**config.mk**
```make
export PLATFORM = sky130hd
export DESIGN_NAME = fp4_fft_input_loader
export DESIGN_NICKNAME = d
export VERILOG_FILES = /design/src/rtl/fp4_fft_pkg.sv /design/src/rtl/fp4_addr_bitrev.sv /design/src/rtl/fp4_fft_input_loader.sv
export SDC_FILE = /design/constraint.sdc
export NUM_CORES = 1
export LEC_CHECK = 0
export CAP_MARGIN = 20
export CORE_MARGIN = 4
export CORE_UTILIZATION = 34
export DETAILED_ROUTE_END_ITERATION = 10
export GPL_ROUTABILITY_DRIVEN = 1
export PLACE_DENSITY = 0.73
export SLEW_MARGIN = 5
export SYNTH_ARGS = -nofsm -noshare
export SYNTH_HDL_FRONTEND = slang
export SYNTH_SLANG_ARGS = --single-unit
```
**constraint.sdc**
```tcl
create_clock -name clk -period 4.5 [get_ports clk]
set_clock_uncertainty 0.05 [all_clocks]
set_input_delay 0.9 -clock clk [delete_from_list [all_inputs] [get_ports clk]]
set_output_delay 0.9 -clock clk [all_outputs]
set_load 0.03 [all_outputs]
```
**src/rtl/fp4_fft_pkg.sv**
```systemverilog
// rtl/fp4_fft_pkg.sv - shared constants, sample type, loader states and bit reversal for the FP4 FFT
package fp4_fft_pkg;

  localparam int N      = 32;
  localparam int ADDR_W = 5;
  localparam int DATA_W = 8;

  typedef struct packed {
    logic [3:0] re;
    logic [3:0] im;
  } fp4_cplx_t;

  typedef enum logic {
    ST_FILL      = 1'b0,
    ST_WAIT_SWAP = 1'b1
  } loader_state_t;

  function automatic logic [ADDR_W-1:0] bitrev(input logic [ADDR_W-1:0] addr);
    logic [ADDR_W-1:0] r;
    for (int i = 0; i < ADDR_W; i++) r[i] = addr[ADDR_W-1-i];
    return r;
  endfunction

endpackage

```
**src/rtl/fp4_addr_bitrev.sv**
```systemverilog
// rtl/fp4_addr_bitrev.sv - sample-count to memory-address map
// FP4_LOADER_BITREV_EN selects bit-reversed (DIT) order; otherwise natural order.
module fp4_addr_bitrev #(
  parameter int ADDR_W = 5
) (
  input  logic [ADDR_W-1:0] cnt,
  output logic [ADDR_W-1:0] addr
);

`ifdef FP4_LOADER_BITREV_EN
  always_comb begin
    addr = '0;
    for (int i = 0; i < ADDR_W; i++) addr[i] = cnt[ADDR_W-1-i];
  end
`else
  assign addr = cnt;
`endif

endmodule

```
**src/rtl/fp4_fft_input_loader.sv**
```systemverilog
// rtl/fp4_fft_input_loader.sv - streams FP4 frames into the filling bank and hands them to the FFT core
// Address order set by FP4_LOADER_BITREV_EN (see fp4_addr_bitrev).
module fp4_fft_input_loader
  import fp4_fft_pkg::*;
(
  input  logic              clk,
  input  logic              rst,
  input  logic              in_valid,
  output logic              in_ready,
  input  logic [DATA_W-1:0] in_data,
  input  logic              in_last,
  output logic              wr_en_1,
  output logic [ADDR_W-1:0] wr_addr_1,
  output logic [DATA_W-1:0] wr_data_1,
  output logic              bank_sel,
  output logic              fft_start,
  input  logic              fft_done,
  output logic              frame_err
);

  loader_state_t     state_q, state_d;
  logic [ADDR_W-1:0] cnt_q, cnt_d;
  logic [ADDR_W-1:0] wr_addr_q, wr_addr_d;
  fp4_cplx_t         wr_data_q, wr_data_d;
  logic              wr_en_q, wr_en_d;
  logic              bank_sel_q, bank_sel_d;
  logic              fft_start_q, fft_start_d;
  logic              frame_err_q, frame_err_d;
  logic              core_busy_q, core_busy_d;
  logic [ADDR_W-1:0] addr_map;
  logic              hs;
  logic              cnt_last;

  fp4_addr_bitrev #(.ADDR_W(ADDR_W)) u_addr_map (
    .cnt  (cnt_q),
    .addr (addr_map)
  );

  assign in_ready  = rst & (state_q == ST_FILL);
  assign hs        = in_valid & in_ready;
  assign cnt_last  = (cnt_q == ADDR_W'(N-1));

  assign wr_en_1   = wr_en_q;
  assign wr_addr_1 = wr_addr_q;
  assign wr_data_1 = wr_data_q;
  assign bank_sel  = bank_sel_q;
  assign fft_start = fft_start_q;
  assign frame_err = frame_err_q;

  always_comb begin
    state_d     = state_q;
    cnt_d       = cnt_q;
    wr_en_d     = 1'b0;
    wr_addr_d   = wr_addr_q;
    wr_data_d   = wr_data_q;
    bank_sel_d  = bank_sel_q;
    fft_start_d = 1'b0;
    frame_err_d = frame_err_q;
    core_busy_d = core_busy_q;
    if (fft_done) core_busy_d = 1'b0;
    case (state_q)
      ST_FILL: begin
        if (hs) begin
          wr_en_d   = 1'b1;
          wr_addr_d = addr_map;
          wr_data_d = in_data;
          cnt_d     = cnt_q + 1'b1;
          // frame closes on count; in_last only flags misalignment
          if (in_last != cnt_last) frame_err_d = 1'b1;
          if (cnt_last) state_d = ST_WAIT_SWAP;
        end
      end
      ST_WAIT_SWAP: begin
        if (!core_busy_q) begin
          bank_sel_d  = ~bank_sel_q;
          core_busy_d = 1'b1;
          fft_start_d = 1'b1;
          state_d     = ST_FILL;
        end
      end
      default: state_d = ST_FILL;
    endcase
  end

  always_ff @(posedge clk or negedge rst) begin
    if (!rst) begin
      state_q     <= ST_FILL;
      cnt_q       <= '0;
      wr_en_q     <= 1'b0;
      wr_addr_q   <= '0;
      wr_data_q   <= '0;
      bank_sel_q  <= 1'b0;
      fft_start_q <= 1'b0;
      frame_err_q <= 1'b0;
      core_busy_q <= 1'b0;
    end else begin
      state_q     <= state_d;
      cnt_q       <= cnt_d;
      wr_en_q     <= wr_en_d;
      wr_addr_q   <= wr_addr_d;
      wr_data_q   <= wr_data_d;
      bank_sel_q  <= bank_sel_d;
      fft_start_q <= fft_start_d;
      frame_err_q <= frame_err_d;
      core_busy_q <= core_busy_d;
    end
  end

endmodule

```
=== Yosys cells after proc, flatten, opt, wreduce, memory -nomap -nowiden ===
Index checks and enable logic that the tools add are counted.

* Bits of input ports: 13
* Flip-flop bits (word level): 24
* Word-level logic and storage cells: 32
* Output and inout port bits: 18

* Bitwise gates (word level): 5
* Mux-type cells: 11
* Eq/ne operators: 2
* Reduce and logical (&&, ||, !) cells: 3
* Add/sub/neg operators: 1

{| class="wikitable"
|+ Operators by type and width
! operator !! count
|-
| $mux W1 || 10
|-
| $add A5 B1 Y5 const B || 1
|-
| $eq A5 B5 Y1 const B || 1
|-
| $reduce_and A2 Y1 || 2
|-
| $not A1 Y1 || 3
|-
| $reduce_and A3 Y1 || 1
|-
| $and A1 B1 Y1 || 2
|-
| $pmux W1 S2 || 1
|-
| $ne A1 B1 Y1 || 1
|}

=== Longest topological paths before layout ===
* Word-level depth: 5
* Depth in mapped cells: 5
* Depth with buffers taken out: 5

=== By module ===
Synthesis repeated with hierarchy kept, for this count alone.

* Cells, all modules: 63
* Area total of the unflattened synthesis: 1043.5 um^2

{| class="wikitable"
|+ By module, submodules not included
! module !! times used !! cells each !! area an instance (um^2) !! seq. area each (um^2)
|-
| fp4_fft_input_loader || 1 || 58 || 1006.0 || 600.6
|-
| fp4_addr_bitrev || 1 || 5 || 37.5 || 0.0
|}

=== Least setup slack after synthesis ===
OpenSTA, ideal clock, no wires.

* Path kind: input to output
* From: input rst
* To: output in_ready
* Buffers on the path: 0
* Data required time: 3.550 ns
* Stages on the path: 1
* Data arrival time: 1.355 ns
* Setup slack: 2.195 ns
* Path through: nor2b_1

* Word-level cells in the longest chain between the ends: 1

{| class="wikitable"
|+ RTL lines
! element !! RTL line !! text
|-
| start: declaration || fp4_fft_input_loader.sv:7 || <nowiki>input logic rst,</nowiki>
|-
| $and A1 B1 Y1 || fp4_fft_input_loader.sv:39 || <nowiki>assign in_ready = rst & (state_q == ST_FILL);</nowiki>
|-
| end: declaration || fp4_fft_input_loader.sv:9 || <nowiki>output logic in_ready,</nowiki>
|}

Every way passes these cells.

=== Worst setup path after layout ===
Ends and elaborated chain as after synthesis.

==> out/results.txt <==
The filler cells instantiated in the layout total 232. Clock tree synthesis selected as its root buffer the cell clkbuf_4. In the layout the commonest cells are 30 x clkdlybuf4s50_1, 24 x dfrtp_1, 14 x mux2_4.

The CTS H-tree depth is 1. The via count of the first global-routing pass is 688, and the number of nets in the final layout is 107. The final weighted congestion in routability-driven placement is 0.629. Counting both buffers and inverters, the worst setup path holds a total of 2. Synthesis produced a netlist with a net count of 73. Across all layers, the routed design uses 560 vias. The post-synthesis sequential element count is 24, and the mean post-synth cell area is 17.3 um^2. The cell family contributing the most delay on the critical path is buffers and inverters.

The cell type with the highest occurrence count on the critical path is clkdlybuf4s50_1. For this design the top-level I/O count stands at 31. The flow ran to the end, and the final reports show no timing, DRC or antenna violations.

The worst-case headroom to the max-slew limit is 71.5%. The repair_antennas step left the layout with diodes totalling 0. The largest net degree at the start of global routing was 26. After floorplanning, the core was divided into 19 placement rows. The number of hold violations in the final report is 0.

In the routed layout, each cell is associated on average with a via count of 4.59. Along the worst path, the maximum fanout reaches 2. For this design the ratio of total power to cell area is 551 mW/mm^2. For this run, the top clock speed supported by timing is 318 MHz. Slowest library cell on the worst path: clkdlybuf4s50_1. Setup violations remaining at the end of the flow were counted as 0. The initial cell density of the core is 36.0%, and the area taken by multi-input logic gates is 379 um^2. The clock net in this run drives a total of 24 sinks. The library cell used most frequently in the layout, excluding fill and tap cells, is clkdlybuf4s50_1. The tools report the first-pass iteration count of the detailed router as 3. The data required time of the critical path is 3.55 ns.

The setup path with the least slack is of type in2out. The worst path uses 69.9% of the clock period. The actual transition at the worst max-transition pin was 0.428 ns. The clock transition at the registers of the reported paths is 0.12 ns. Across the run, the number of max-cap violations was 0.

Global routing used 9.51% of the available tracks across all layers. The count of nets left with antenna violations once routing finished came out at 0. The TritonCTS buffer count is 3. The number of distinct library cells after synthesis was 17. The die is 62.3 um wide. The run gives 0.00100 mm^2 as the cell area after synthesis. Measured along the y axis, the die boundary spans 62.3 um. The area used by sequential logic in the layout is 601 um^2, and the fraction of layout instances using a drive strength above 1 is 24.2%. STA classifies the critical path endpoint as a primary output. No sink is reached through more buffers than the 2 on the longest clock path. The logs give 2.19 ns for the data arrival time at the worst-slack endpoint and 0 for the post-cts resize count.

The final routed wire length divided by cell count is 14.0 um, and the proportion of synthesized chip area in sequential cells is 59.9%. The analysis attributes to cell leakage a power of 0.631 nW. Across the VDD grid, the largest voltage drop is 0.349 mV. The number of antenna violations at the first check in global routing is 0, and the routed wire length is 1.71 mm.

For the final routed DRC violation total, the log shows 0. The delay of the slowest critical-path stage was 0.67 ns. Walking the worst path, the cells encountered are clkdlybuf4s50_1 > nor2b_1 > clkdlybuf4s50_1.

The clock period minus worst slack is 3.14 ns, and the placed cell area is 0.00133 mm^2. The category of the worst setup path launch point was an input port. For the full die area, the log shows 0.00388 mm^2. The area of the core is 0.00278 mm^2, and the sum of overflow across all layers after global routing is 0. The run gives 0 as the count of hold-fix buffers inserted at cts. Total setup buffers inserted after CTS: 0. Synthesis produced 58 cells. The tightest min-delay check is of the reg2reg type. Summing all non-filler instances in the final layout gives an area of 0.00138 mm^2.

The first-iteration detailed-routing DRC count was 6; the clock latency of the later-clocked register in the worst-skew pair was 0.31 ns. TritonCTS built the clock tree. The final max-slew violation count came out at 0. The Yosys step of the flow raised 0 warnings. After routing, the total negative slack on setup checks comes to 0 ns.

First-pass GRT wire length: 3.04 mm. The count of buffers added on input and output ports is 30. Setup repair after global routing left no endpoint under its margin.

From synthesis to final layout, the design area changed by 37.6%.
[worst reg2reg max path: stages, from the launching register on]
cell and delay (ns):
dfrtp_1 0.47, ha_1 0.24, and3_1 0.15, ha_1 0.21
xor2_1 0.16, a21o_1 0.18
[metrics by stage]
step	hold slack [ns]	power [mW]	setup WS, ns	cells	utilization [%]
finish	0.423	0.759	1.36	122	49.6
global route	0.451	0.805	1.30	122	49.6
CTS	0.430	0.774	1.33	122	49.6
detailed placement	0.401	0.615	1.33	118	47.7
global placement	0.392	0.607	1.32	118	47.7
floorplan	0.413	0.504	2.19	58	-
[Yosys cell counts]
| master | instances | area (um^2) |
|---|---|---|
| xor2_1 | 3 | 26.3 |
| buf_6 | 2 | 22.5 |
| a22o_1 | 1 | 8.76 |
| mux2_1 | 1 | 11.3 |
| a21o_1 | 1 | 7.51 |
| nand2_1 | 1 | 3.75 |
| and3_1 | 1 | 6.26 |
| ha_1 | 2 | 25.0 |
| a21oi_1 | 1 | 5.00 |
| and3b_4 | 1 | 12.5 |
| nand4_4 | 1 | 21.3 |
| xnor2_2 | 1 | 16.3 |
| xnor2_1 | 1 | 8.76 |
| nor2_1 | 1 | 3.75 |
| dfrtp_1 | 24 | 601 |
| mux2_4 | 14 | 210 |
| nor2b_1 | 2 | 12.5 |
[report_power, final]
group	switching (mW)	internal (mW)	leakage [nW]
Clock	0.0625	0.0900	0.0279
Sequential	0.0556	0.277	0.292
Combinational	0.125	0.150	0.312
[path summary, 6_finish.rpt]
kind                          start            to  slack (ns)  depth (start not counted)
setup / recovery                rst      in_ready        1.36                          3
min in group asynchronous       rst  wr_addr_1[2]        0.93                          2
hold reg to reg            bank_sel      bank_sel        0.42                          1
max in group asynchronous       rst     fft_start        3.24                          2
setup reg to reg           cnt_q[0]     frame_err        2.95                          5
hold / removal             bank_sel      bank_sel        0.42                          1
[state kept, by name (all words and copies together), names as in the netlist]
name	flops
wr_data_1	8
wr_addr_1	5
fft_start	1
frame_err	1
bank_sel	1
core_busy_q	1
state_q	1
cnt_q	5
wr_en_1	1
[layout make-up]
type | count | area share (%)
clock buffers | 3 | 1.63
repair buffers | 31 | 22.3
well taps | 31 | 2.81
clock inverters | 1 | 2.18
flip-flops and latches | 24 | 43.6
multi-input cells | 32 | 27.5
[kinds of logic (layout without fill, tap and decap cells)]
family	Yosys count	in the layout	synth area share (%)
AOI/OAI and AO/OA	3	3	2.12
xor gates and xnor gates	5	5	5.12
and+or+nand+nor	7	7	5.99
DFF	24	24	59.9
adders and majority gates	2	2	2.50
muxes	15	15	22.1
buffers and inverters	2	35	2.25
[layer usage]
layer	wire (um)	up-vias	share of wire [%]	global-route usage, %
met5	0	-	0	0
met1	764	272	45	11.3
met4	0	0	0	3.18
li1	-	269	-	-
met2	821	19	48	15.4
met3	123	0	7.2	3.96
Note: power is estimated with default switching activity, not from simulation.
==> RTL change, RTL diff (same flow settings) <==
`ADDR_W` is set to 5 in 2 places; all go to 4.
--- a/src/rtl/fp4_fft_pkg.sv
+++ b/src/rtl/fp4_fft_pkg.sv
@@ -2,7 +2,7 @@
 package fp4_fft_pkg;
 
   localparam int N      = 32;
-  localparam int ADDR_W = 5;
+  localparam int ADDR_W = 4;
   localparam int DATA_W = 8;
 
   typedef struct packed {
--- a/src/rtl/fp4_addr_bitrev.sv
+++ b/src/rtl/fp4_addr_bitrev.sv
@@ -1,7 +1,7 @@
 // rtl/fp4_addr_bitrev.sv - sample-count to memory-address map
 // FP4_LOADER_BITREV_EN selects bit-reversed (DIT) order; otherwise natural order.
 module fp4_addr_bitrev #(
-  parameter int ADDR_W = 5
+  parameter int ADDR_W = 4
 ) (
   input  logic [ADDR_W-1:0] cnt,
   output logic [ADDR_W-1:0] addr
Ports: changed (resized wr_addr_1); port bits go from 31 to 30. The function was not compared with the original's and may differ.
==> RTL change against the unedited design <==
Worst hold slack better by 0.0011 ns; sequential cell count decreased by 2; design area is 10% lower; global-route usage rose by 0.92 points; setup slack worse by 0.36 ns; via count down 4.3%; sequential share of layout area is 1.0 points higher; wire length decreased by 9.2%; power down 13%; core utilization shrank 0.17 points; synthesized area down 10%; register-to-register slack better by 0.24 ns; count of clock-buffer cells in the layout is the same; largest cell class unchanged.
==> RTL change: results (changes against the unedited design) <==
Place
  – Placed Instances: 113 (-4.2%)
  – Dpl ws: 0.9562 ns (-0.3759 ns)
  – Global placer's final weighted congestion: 0.6320 (+0.51%)

Global route
  – Global Route met2 Usage: 17.63% (+2.2 points)
  – Vias in the first global route: 593 (-14%)
  – M1 GR Usage: 11.88% (+0.54 points)
  – Tot GR Track Use: 10.43% (+0.92 points)
  – First-pass GRT wire length: 2718 µm (-11%)
  – Pin count of the biggest net entering global routing: 24 (-7.7%)

Outcome
  – Outcome: finished clean

Pwr
  – Leakage power: 0.0005347 µW (-15%)
  – Sw power: 233.5 µW (-3.8%)

Routing
  – Via-to-Cell Ratio: 4.621 (+0.67%)
  – DR pass1 iterations: 2 (-1)

Synthesis
  – Commonest cells in the netlist: 22 x dfrtp_1, 6 x mux2_2, 5 x mux2_4
  – Synth cell types: 20 (+3)
  – Cells after Synth: 54 (-6.9%)
  – Post-synthesis sequential area ratio: 61.37% (+1.4 points)

STA
  – Slew HR: 77.38% (+5.9 points)

Cells and area
  – Layout Cells excl Fill: 116 (-4.9%)
  – Fillers: 224 (-3.4%)
  – Layout Nets: 102 (-4.7%)
  – Layout cells sized above 1: 23.26% (-0.92 points)

Hold path
  – Hold Startpoint: frame_err

Setup path
  – Reg2Reg Launch Point: state_q
  – FF-to-FF path depth: 4 (-1)
  – Largest fanout on the critical path: 23 (+21)
  – Data arrival, critical path: 2.55 ns (+0.36 ns)

Clock tree
  – Worst skew pair latency: 0.29 ns (-0.02 ns)
-- RTL change: stage by stage --
step | cell area (µm²) | power [µW] | util (%)
detailed placement | 1212 | 582.9 | 48.50
global route | 1235 | 700.1 | 49.40
finish | 1235 | 657.7 | 49.40
floorplan | 897.1 | 472.4 | -
CTS | 1235 | 669.8 | 49.40
global placement | 1212 | 575.7 | 48.50
-- RTL change: cells by family after synthesis --
logic type	after synthesis	share of synthesized area (%)
buffers and inverters	2	3.487
xor gates and xnor gates	5	5.719
DFF	22	61.37
adders and majority gates	1	1.394
and+or+nand+nor	8	7.670
muxes	13	18.41
AOI/OAI and AO/OA	3	1.952
-- RTL change: path summary, 6_finish.rpt --
path / endpoint / slack [ns]
setup / recovery: in_ready / 1.0
hold / removal: frame_err / 0.42
min in group asynchronous: wr_data_1[7] / 0.89
setup reg to reg: wr_addr_1[0] / 3.19
max in group asynchronous: wr_en_1 / 3.28
hold reg to reg: frame_err / 0.42
-- RTL change: cell type report --
| class | instances | share of cell area (%) |
|---|---|---|
| inverters | 1 | 0.9119 |
| flip-flops and latches | 22 | 44.58 |
| well taps | 30 | 3.040 |
| repair buffers | 30 | 24.11 |
| multi-input cells | 30 | 25.53 |
| clock buffers | 3 | 1.824 |
-- RTL change: metal layers --
metal | wire length (µm) | part of all wire (%)
met1 | 614 | 40
met2 | 803 | 52
met3 | 93 | 6.0
met4 | 38 | 2.5
met5 | 0 | 0
-- RTL change: power groups by stage --
stage	clock network, µW	logic, µW	registers (µW)
floorplan	0	89.8	383
global placement	0	261	314
detailed placement	0	267	316
CTS	89.1	267	313
global route	97.5	282	321
finish	82.8	263	312
-- RTL change: critical path: stages --
cell	delay (ns)
clkdlybuf4s50_1	0.45
buf_4	0.28
nor2b_4	0.23
clkdlybuf4s50_1	0.68
